===== src/rtl/key_debounce.sv =====
// Push-button conditioner: 2-flop synchroniser, polarity fix, 4-state debounce FSM with press/release pulses and run toggle.
// Optional long-press pulse is built only when KEY_DEBOUNCE_LONGPRESS_EN is defined.
module key_debounce #(
    parameter int DEBOUNCE_CYCLES = 270000,
    parameter bit INV_BTN         = 1'b0,
    parameter int LONG_CYCLES     = 27000000
) (
    input  logic       clk,
    input  logic       rst,
    input  logic       key_i,
    output logic       key_level,
    output logic       key_press,
    output logic       key_release,
    output logic       run_en,
    output logic       long_press,
    output logic [1:0] state_dbg
);

    localparam int CW = (DEBOUNCE_CYCLES > 1) ? $clog2(DEBOUNCE_CYCLES) : 1;
    localparam logic [CW-1:0] CNT_LAST = CW'(DEBOUNCE_CYCLES - 1);

    typedef enum logic [1:0] {
        REL   = 2'd0,
        W_PR  = 2'd1,
        PR    = 2'd2,
        W_REL = 2'd3
    } state_t;

    state_t        state;
    logic          s1;
    logic          s2;
    logic [CW-1:0] cnt;

    assign state_dbg = state;

    // The counter is cleared on every state entry, so it never needs to wrap.
    always_ff @(posedge clk) begin
        if (rst) begin
            s1          <= 1'b0;
            s2          <= 1'b0;
            cnt         <= '0;
            state       <= REL;
            key_level   <= 1'b0;
            key_press   <= 1'b0;
            key_release <= 1'b0;
            run_en      <= 1'b0;
        end else begin
            s1          <= key_i ^ INV_BTN;
            s2          <= s1;
            key_press   <= 1'b0;
            key_release <= 1'b0;
            case (state)
                REL: begin
                    if (s2) begin
                        state <= W_PR;
                        cnt   <= '0;
                    end
                end
                W_PR: begin
                    if (!s2) begin
                        state <= REL;
                        cnt   <= '0;
                    end else if (cnt == CNT_LAST) begin
                        state     <= PR;
                        cnt       <= '0;
                        key_level <= 1'b1;
                        key_press <= 1'b1;
                        run_en    <= ~run_en;
                    end else begin
                        cnt <= cnt + CW'(1);
                    end
                end
                PR: begin
                    if (!s2) begin
                        state <= W_REL;
                        cnt   <= '0;
                    end
                end
                W_REL: begin
                    if (s2) begin
                        state <= PR;
                        cnt   <= '0;
                    end else if (cnt == CNT_LAST) begin
                        state       <= REL;
                        cnt         <= '0;
                        key_level   <= 1'b0;
                        key_release <= 1'b1;
                    end else begin
                        cnt <= cnt + CW'(1);
                    end
                end
                default: begin
                    state <= REL;
                    cnt   <= '0;
                end
            endcase
        end
    end

`ifdef KEY_DEBOUNCE_LONGPRESS_EN
    localparam int LW = (LONG_CYCLES > 1) ? $clog2(LONG_CYCLES) : 1;
    localparam logic [LW-1:0] LONG_LAST = LW'(LONG_CYCLES - 1);

    logic [LW-1:0] lcnt;
    logic          long_done;
    logic          enter_pr;

    // Entering PR either from an accepted press or from an aborted release restarts the hold count.
    assign enter_pr = (state == W_PR && s2 && cnt == CNT_LAST) || (state == W_REL && s2);

    always_ff @(posedge clk) begin
        if (rst) begin
            lcnt       <= '0;
            long_done  <= 1'b0;
            long_press <= 1'b0;
        end else begin
            long_press <= 1'b0;
            if (enter_pr) begin
                lcnt      <= '0;
                long_done <= 1'b0;
            end else if (state == PR && !long_done) begin
                if (lcnt == LONG_LAST) begin
                    long_press <= 1'b1;
                    long_done  <= 1'b1;
                end else begin
                    lcnt <= lcnt + LW'(1);
                end
            end
        end
    end
`else
    assign long_press = 1'b0;
`endif

endmodule


===== config.mk =====
export PLATFORM = sky130hd
export DESIGN_NAME = key_debounce
export DESIGN_NICKNAME = d
export VERILOG_FILES = /design/src/rtl/key_debounce.sv
export SDC_FILE = /design/constraint.sdc
export NUM_CORES = 1
export LEC_CHECK = 0
export BUFFER_PORTS_ARGS = -buffer_cell sky130_fd_sc_hd__buf_2
export CAP_MARGIN = 20
export CELL_PAD_IN_SITES_DETAIL_PLACEMENT = 0
export CELL_PAD_IN_SITES_GLOBAL_PLACEMENT = 1
export CORE_AREA = 4 4 68 70
export CTS_CLUSTER_DIAMETER = 120
export CTS_CLUSTER_SIZE = 8
export DETAILED_ROUTE_END_ITERATION = 16
export DIE_AREA = 0 0 72 74
export PLACE_DENSITY_LB_ADDON = 0.1
export SYNTH_ARGS = -nofsm -noshare
export SYNTH_HDL_FRONTEND = slang
export SYNTH_SLANG_ARGS = --single-unit
export TNS_END_PERCENT = 50

===== constraint.sdc =====
create_clock -name clk -period 5 [get_ports clk]
set_input_delay 1 -clock clk [delete_from_list [all_inputs] [get_ports clk]]
set_output_delay 1 -clock clk [all_outputs]
set_load 0.005 [all_outputs]

# After elaboration in Yosys (flattened, before gate mapping)

Cells that the tools add are included.

Register bits after elaboration: 27
Input bits: 3
Output and inout bits: 7
Word-level logic and storage cells: 52

$add $sub $neg: 1
Equality and inequality tests: 12
Mux-type cells: 19
Bitwise logic cells: 4
Reduce and logical (&&, ||, !) cells: 8

Operators by type and width:

| cell                                          | number |
|---|---|
| 2-to-1 mux 19 bit                             | 5 |
| one-hot mux 19 bit (4 select lines)           | 1 |
| adder 19 x 1 -> 19 bit, second input constant | 1 |
| == test 19 bit, second input constant         | 1 |
| 2-to-1 mux 2 bit                              | 6 |
| != test 2 bit, second input constant          | 6 |
| one-hot mux 2 bit (4 select lines)            | 1 |
| != test 3 bit, second input constant          | 2 |
| OR reduction 3 bit                            | 2 |
| 2-to-1 mux 1 bit                              | 5 |
| AND reduction 5 bit                           | 1 |
| == test 2 bit, second input constant          | 2 |
| inverter 1 bit                                | 4 |
| AND reduction 4 bit                           | 1 |
| AND reduction 3 bit                           | 1 |
| == test 2 x 1 -> 1 bit, second input constant | 1 |
| logical NOT 2 bit                             | 1 |
| one-hot mux 1 bit (2 select lines)            | 1 |
| AND reduction 2 bit                           | 1 |
| nonzero test 2 bit                            | 1 |

# Depth between registers and ports, before layout

Gate-level depths: netlist of run 1.

Depth after elaboration: 4
Gate-level depth with buffers: 8
Gate-level depth less buffers: 6

# Worst setup path before layout of run 1

Ideal clock, no wire load.

Kind: input to register
From: input port rst
To: register cnt[12]
Library setup time: 0.074 ns
Data arrival time: 1.687 ns
Data required time: 4.926 ns
Path slack: 3.239 ns
Cell stages on the path: 5
Path buffers: 2
Path through: a211oi_2 > buf_6 > buf_6 > a31oi_1 > a31oi_1

RTL lines:

| what                 | RTL line | source |
|---|---|---|
| from (decl)          | 9        | `input logic rst,` |
| to (signal assigned) | 70       | `cnt <= cnt + CW'(1);` |
| to (signal assigned) | 89       | `cnt <= cnt + CW'(1);` |
| to (decl)            | 32       | `logic [CW-1:0] cnt;` |

# Worst setup path in the final report of run 1

From: register cnt[0]
To: register cnt[11]

Word-level cells in the longest chain between the ends: 4
Elaborated cells between the ends (all ways): 6
Classes of those cells: 1 x add/sub; 1 x eq/ne; 4 x mux

Ends and longest elaborated chain:

| what                                                     | RTL line | source |
|---|---|---|
| adder 19 x 1 -> 19 bit or == test 19 bit (tied branches) | n/a      |  |
| 2-to-1 mux 19 bit (*)                                    | 63, 83   |  |
| 2-to-1 mux 19 bit, on equally long branches              | 80, 60   |  |
| one-hot mux 19 bit (4 select lines) (*)                  | 52       | `case (state)` |

Every way passes the cells marked *; elsewhere a longest branch is shown, timed or not.
A chain may end at the register's enable or synchronous reset.

==> qor.yml, run 1 <==
syn_area_per_cell_um2: 8.55
synth_warnings: 0
synth-compound-area-share: 0.191
die_h_um: 74
wl_met2_um: 1400
die_w_um: 72
grt_first_pass_wirelength_um: 5070
path_cells: "ha_1 -> and4_1 -> and4_4 -> a211oi_2 -> buf_4 -> a21boi_1 -> a21o_1"
outcome: "completed"
synth_top_area_frac: 0.400
area_delta_synth_final_pct: 7.13
relSlewSlack: 0.302
drt_wl_total_um: 3070
wl_met1_um: 1570
final.fill_count: 428
dpl.hpwl_um: 2230
dpl_cell_area_um2: 1400
fin_nets: 167
drv_slew: 0
crit_family: "compound AO/OA/AOI/OAI gates"
finClkSkew_ns: 0.00168
end_kind: "register"
grt_remaining_overflow: 0
drc: 0
clock.fmax_mhz: 458
yosys.area_share.simple: 0.294
wl_met3_um: 57
drive_gt1_frac: 0.111
cap_violations: 0
drtPass1Iterations: 4
fin_hold_ws_ns: 0.450
synth_area_um2: 1350
antenna_found_initial: 0
synth_area_leaders: "dfxtp_1 40%, a31oi_1 5.6%, a21oi_1 4.8%"
track_usage: 0.121
final-hold-violation-count: 0
finalSetupTns_ns: 0
cts_tree: "yes"
critPathKind: "reg -> reg"
ant_nets: 0
clk_latency_ns: 0.28
critPathMaxFanout: 23
synth_nets: 162
crit_required_ns: 5.23
synth_top_family_by_area: "simple AND/OR/NAND/NOR gates"
cts_hold_buffers: 0
cts.sinks: 27
synthCells: 158
hold_path_class: "reg -> reg"
worst_setup_path_start_kind: "register"
ys_seq_elements: 27
cp_slowest_stage_delay_ns: 0.41
cpMaxStageDelayCell: "a211oi_2"
rows: 23
path_buf_inv: 1
r2r_slack_ns: 2.82
rsz0062_at_grt: "false"
clk_pin_slew_ns: 0.10
io_buffer_count: 8
powerDensity_nw_per_um2: 252
cp.arrival_ns: 2.41
cts_buffer_depth: 2
min_period_ns: 2.18
async_flop_share: 0
top_layer: "met4"
vias: 1170
core_um2: 3970
grt_max_degree: 24
fin_crit_sh: 0.436
postCtsSetupBuffers: 0
start_util: 0.340
synth_top_cell_by_area: "dfxtp_1"
tightest_slew_ns: 1.04
synth.distinct_cells: 40
synth_edf_count: 0
vias_per_cell: 5.52
die-area_um2: 5330
cts_buffers: 3
wl_per_cell_um: 14.5
peakVddDrop_mv: 0.102
synth-xor-area-share: 0.0194
n_antenna_cell: 0
setup_viol: 0
cts_root_buffer: "clkbuf_8"
io_pins: 10
htreeDepth: 1
synth_flop_cell: "dfxtp_1"
drt_iter0_markers: 55
yosysSeqAreaShare: 0.400
layout_commonest_cell: "dfxtp_1"
muxShareOfSynthArea: 0.0296
post_cts_resize_count: 0
leakage_nw: 0.555
gp_congestion: 0.710
grt_pass1_vias: 1068
finalInstanceArea_um2: 1450
final_cell_mix: "27 x dfxtp_1, 13 x a21oi_1, 12 x nand2_1, 12 x a31oi_1, 10 x nor2_1"
synth_fa_ha_area_frac: 0.00926
-- cell type report --
class                      count  area, µm²  area share
clock inverter                 1       7.51     0.00519
clock buffer                   3       41.3      0.0285
tap                           50       62.6      0.0432
timing repair buffer           9       47.5      0.0328
multi-input combinational    119        737       0.509
sequential                    27        541       0.373
inverter                       3       11.3     0.00778
-- report_power, final --
| group | internal, mW | switching [mW] | leakage (nW) | total, mW |
|---|---|---|---|---|
| Combinational | 0.00485 | 0.00993 | 0.316 | 0.0148 |
| Sequential | 0.217 | 0.00227 | 0.218 | 0.219 |
| Clock | 0.0567 | 0.0741 | 0.0217 | 0.131 |
| Total | 0.279 | 0.0863 | 0.555 | 0.365 |
-- path summary, 6_finish.rpt --
check,startpoint,to,cells past startpoint
setup reg to reg,cnt[0]$_SDFFE_PP0P_,cnt[11]$_SDFFE_PP0P_,7
hold / removal,s1$_SDFF_PP0_,s2$_SDFF_PP0_,1
hold reg to reg,s1$_SDFF_PP0_,s2$_SDFF_PP0_,1
setup / recovery,cnt[0]$_SDFFE_PP0P_,cnt[11]$_SDFFE_PP0P_,7
-- kinds of logic (layout without fill, tap and decap cells) --
kind of cell    Yosys count  after routing
simple gates             69             69
compound gates           41             41
flops                    27             27
buf+inv                  12             16
mux                       4              4
xor+xnor                  3              3
fa+ha+maj                 1              1
other cells               1              1
-- sequential cells by signal, summed over array words and instances, names as in the netlist, named ones only --
signal and flops:
s1 1, run_en 1, state_dbg 1, key_press 1
key_level 1, s2 1, key_release 1, cnt 19
-- cell usage after synthesis (all sizes together) (5+ instances only) --
master,n
and3,5
nand3,8
nand2,12
nand4,7
nor2b,5
a31oi,12
buf,7
a21oi,13
dfxtp,27
nor2,10
o21ai,6
-- routing by layer --
| layer | vias up | global-route usage |
|---|---|---|
| li1 | 596 | - |
| met1 | 561 | 0.165 |
| met2 | 8 | 0.197 |
| met3 | 5 | 0.0203 |
| met4 | 0 | 0.0376 |
| met5 | - | 0 |
-- metrics by stage --
stage / instances / utilization / setup WS (ns) / power [mW]
finish: 212 / 0.365 / 2.82 / 0.365
global route: 212 / 0.365 / 2.61 / 0.383
CTS: 212 / 0.365 / 2.80 / 0.372
detailed placement: 208 / 0.352 / 2.59 / 0.239
global placement: 208 / 0.352 / 2.59 / 0.239
floorplan: 158 / - / 3.24 / 0.234
No activity file was read; power rests on OpenSTA's default activity.
==> run 2, diff against run 1 <==
--- a/config.mk
+++ b/config.mk
@@ -5,15 +5,16 @@
 export SDC_FILE = /design/constraint.sdc
 export NUM_CORES = 1
 export LEC_CHECK = 0
+export ABC_AREA = 1
 export BUFFER_PORTS_ARGS = -buffer_cell sky130_fd_sc_hd__buf_2
 export CAP_MARGIN = 20
 export CELL_PAD_IN_SITES_DETAIL_PLACEMENT = 0
 export CELL_PAD_IN_SITES_GLOBAL_PLACEMENT = 1
-export CORE_AREA = 4 4 68 70
+export CORE_AREA = 4 4 75 77
 export CTS_CLUSTER_DIAMETER = 120
 export CTS_CLUSTER_SIZE = 8
 export DETAILED_ROUTE_END_ITERATION = 16
-export DIE_AREA = 0 0 72 74
+export DIE_AREA = 0 0 79 81
 export PLACE_DENSITY_LB_ADDON = 0.1
 export SYNTH_ARGS = -nofsm -noshare
 export SYNTH_HDL_FRONTEND = slang
==> constraint.sdc (replaced) <==
create_clock -name clk -period 1.8 [get_ports clk]
set_input_delay 0.36 -clock clk [delete_from_list [all_inputs] [get_ports clk]]
set_output_delay 0.36 -clock clk [all_outputs]
set_load 0.005 [all_outputs]
==> qor.yml, run 2 <==
outcome: "completed"
die_h_um: 81  # +9.5%
grt_remaining_overflow: 0  # unchanged
start_util: 0.339  # -0.00135
largest_register: "cnt"
yosysSeqAreaShare: 0.318  # -0.0817
clk_pin_slew_ns: 0.10  # about the same
peakVddDrop_mv: 0.264  # +160%
yosys-top-cells-count: "73 x nand2_1, 31 x inv_1, 27 x dfxtp_1, 23 x nor2_1, 17 x nand3_1"
synth_top_cell_by_area: "dfxtp_1"
synth_area_leaders: "dfxtp_1 32%, nand2_1 16%, inv_1 6.9%"
cts_root_buffer: "clkbuf_8"
postCtsSetupBuffers: 0  # unchanged
sw_frac_of_total: 0.245  # +0.00814
vias: 1496  # +28%
antenna_found_initial: 0  # unchanged
post_cts_resize_count: 0  # unchanged
core_um2: 5010  # +26%
critPathKind: "reg -> reg"
synth.distinct_cells: 33  # -18%
finClkSkew_ns: 0.00623  # +0.00455 ns
track_usage: 0.139  # +0.0181
clock.fmax_mhz: 620  # +35%
synth_flop_cell: "dfxtp_1"
placed_cells: 330  # +59%
cap_violations: 0  # unchanged
fin_crit_sh: 0.896  # +0.459
cts_buffer_depth: 2  # unchanged
path_buf_inv: 1  # unchanged
worst_setup_path_start_kind: "register"
htreeDepth: 1  # unchanged
cp.arrival_ns: 1.79  # -0.62 ns
drc: 0  # unchanged
synth_top_area_frac: 0.318  # -0.0817
hold_path_class: "in -> reg"
crit_required_ns: 1.98  # -3.25 ns
cts_tree: "yes"
die-area_um2: 6400  # +20%
wl_per_cell_um: 12.5  # -13%
synth_nets: 252  # +56%
vias_per_cell: 4.48  # -19%
io_buffer_count: 8  # unchanged
synth_warnings: 0  # unchanged
fin_cells: 334  # +58%
synth_edf_count: 0  # unchanged
io_pins: 10  # unchanged
powerDensity_nw_per_um2: 539  # +110%
cts.sinks: 27  # unchanged
crit_family: "simple AND/OR/NAND/NOR gates"
drive_gt1_frac: 0.220  # +0.109
fin_nets: 269  # +61%
final_cell_mix: "73 x nand2_1, 31 x inv_1, 27 x dfxtp_1"
path_cells: "ha_1 -> nand2_2 -> nor2_4 -> nand3_1 -> nor2_4 -> nor2_4 -> buf_12 -> o21ai_0 -> a21oi_1"
cp_slowest_stage_delay_ns: 0.38  # -0.03 ns
final.fill_count: 584  # +36%
layout_commonest_cell: "nand2_1"
area_delta_synth_final_pct: 11.8
critPathMaxFanout: 14  # -39%
critical_path.most_common_cell: "nor2_4"
dpl.hpwl_um: 3170  # +42%
rsz0062_at_grt: "false"
p_sw_uw: 250  # +190%
seqPwrFrac: 0.589  # -0.012
ys_seq_elements: 27  # unchanged
drv_slew: 0  # unchanged
n_antenna_cell: 0  # unchanged
finalSetupTns_ns: 0  # unchanged
async_flop_share: 0  # unchanged
register_area_um2: 541  # unchanged
largest_register_ff_count: 19  # unchanged
cts_buffers: 3  # unchanged
grt_first_pass_wirelength_um: 6910  # +36%
pwr-share-clk: 0.356  # -0.002
drt_wl_total_um: 4180  # +36%
grt_pass1_vias: 1368  # +28%
grt_max_degree: 20  # -17%
synthCells: 248  # +57%
cpMaxStageDelayCell: "dfxtp_1"
clk_latency_ns: 0.28  # about the same
synth_area_um2: 1700  # +26%
multi_input_area_um2: 960  # +30%
drt_iter0_markers: 38  # -31%
pwr-share-comb: 0.055  # +0.014
final-hold-violation-count: 0  # unchanged
drtPass1Iterations: 4  # unchanged
cts_hold_buffers: 0  # unchanged
p_int_uw: 773  # +180%
rows: 26  # +13%
end_kind: "register"
die_w_um: 79  # +9.7%
min_period_ns: 1.61  # -0.570 ns
leakage_nw: 0.728  # +31%
setup_viol: 0  # unchanged
gp_congestion: 0.728  # +2.6%
yosysMostFrequentCell: "nand2_1"
syn_area_per_cell_um2: 6.85  # -20%
ant_nets: 0  # unchanged
==> run 2: cell count changes after synthesis, moves of 5 or more <==
cell,previous run,this run
a31oi_1,12,0
nor2_1,10,23
a21oi_2,0,10
nand2_1,12,73
nand3_1,8,17
and3_1,5,0
o21ai_0,3,9
nor2b_1,5,0
nand2_2,0,5
inv_1,3,31
nand3_2,0,7
==> run 2: final timing paths <==
| check | startpoint | end | slack (ns) | depth (start not counted) |
|---|---|---|---|---|
| worst max-delay path | cnt[1]$_SDFFE_PP0P_ | cnt[9]$_SDFFE_PP0P_ | 0.19 | 9 |
| worst min-delay path | key_i | s1$_SDFF_PP0_ | 0.28 | 3 |
| worst max register to register | cnt[1]$_SDFFE_PP0P_ | cnt[9]$_SDFFE_PP0P_ | 0.19 | 9 |
| worst min register to register | s1$_SDFF_PP0_ | s2$_SDFF_PP0_ | 0.42 | 2 |
==> run 2: layer usage <==
layer  part of all wire  up-vias  GRT usage  wire [µm]
met2               0.45       10      0.227       1880
li1                   -      816          -          -
met5                  0        -          0          0
met3              0.018        2     0.0177         77
met1               0.53      668      0.192       2200
met4             0.0065        0     0.0412         27
==> run 2: logic make-up after synthesis <==
kind of cell | after synthesis | share of synthesized area
compound gates | 31 | 0.123
xor+xnor | 2 | 0.0103
fa+ha+maj | 1 | 0.00737
buf+inv | 40 | 0.122
flops | 27 | 0.318
other cells | 1 | 0.00221
simple gates | 146 | 0.416
==> run 2: per-stage QoR <==
stage                     utilization  total power, mW  area (µm²)  setup WS [ns]  hold WS, ns
after floorplan                     -            0.660        1700          0.359        0.388
after global placement          0.368            0.675        1840          0.181        0.392
after detailed placement        0.368            0.674        1840          0.163        0.408
after CTS                       0.377             1.04        1890          0.148        0.275
after global routing            0.379             1.06        1900         0.0272        0.283
final                           0.379             1.02        1900          0.188        0.282
==> run 2: power groups by stage <==
| stage | sequential [mW] | combinational, mW | clock [mW] |
|---|---|---|---|
| 2_1_floorplan | 0.616 | 0.0442 | 0 |
| 3_3_place_gp | 0.617 | 0.0584 | 0 |
| 3_5_place_dp | 0.617 | 0.0576 | 0 |
| 4_1_cts | 0.603 | 0.0579 | 0.381 |
| 5_1_grt | 0.603 | 0.0614 | 0.398 |
| 6_report | 0.603 | 0.0560 | 0.365 |
==> run 2: area by class of cell <==
| cell class | count | share of cell area |
|---|---|---|
| Timing Repair Buffer | 19 | 0.0712 |
| Tap cell | 70 | 0.0461 |
| Inverter | 33 | 0.0679 |
| Clock buffer | 3 | 0.0218 |
| Multi-Input combinational cell | 181 | 0.506 |
| Clock inverter | 1 | 0.00264 |
| Sequential cell | 27 | 0.285 |
==> run 2: worst register-to-register path: stages, from the launching register on <==
cell     delay (ns)
dfxtp_1        0.38
ha_1           0.24
nand2_2        0.10
nor2_4         0.16
nand3_1        0.14
nor2_4         0.15
nor2_4         0.05
buf_12         0.15
o21ai_0        0.08
a21oi_1        0.08
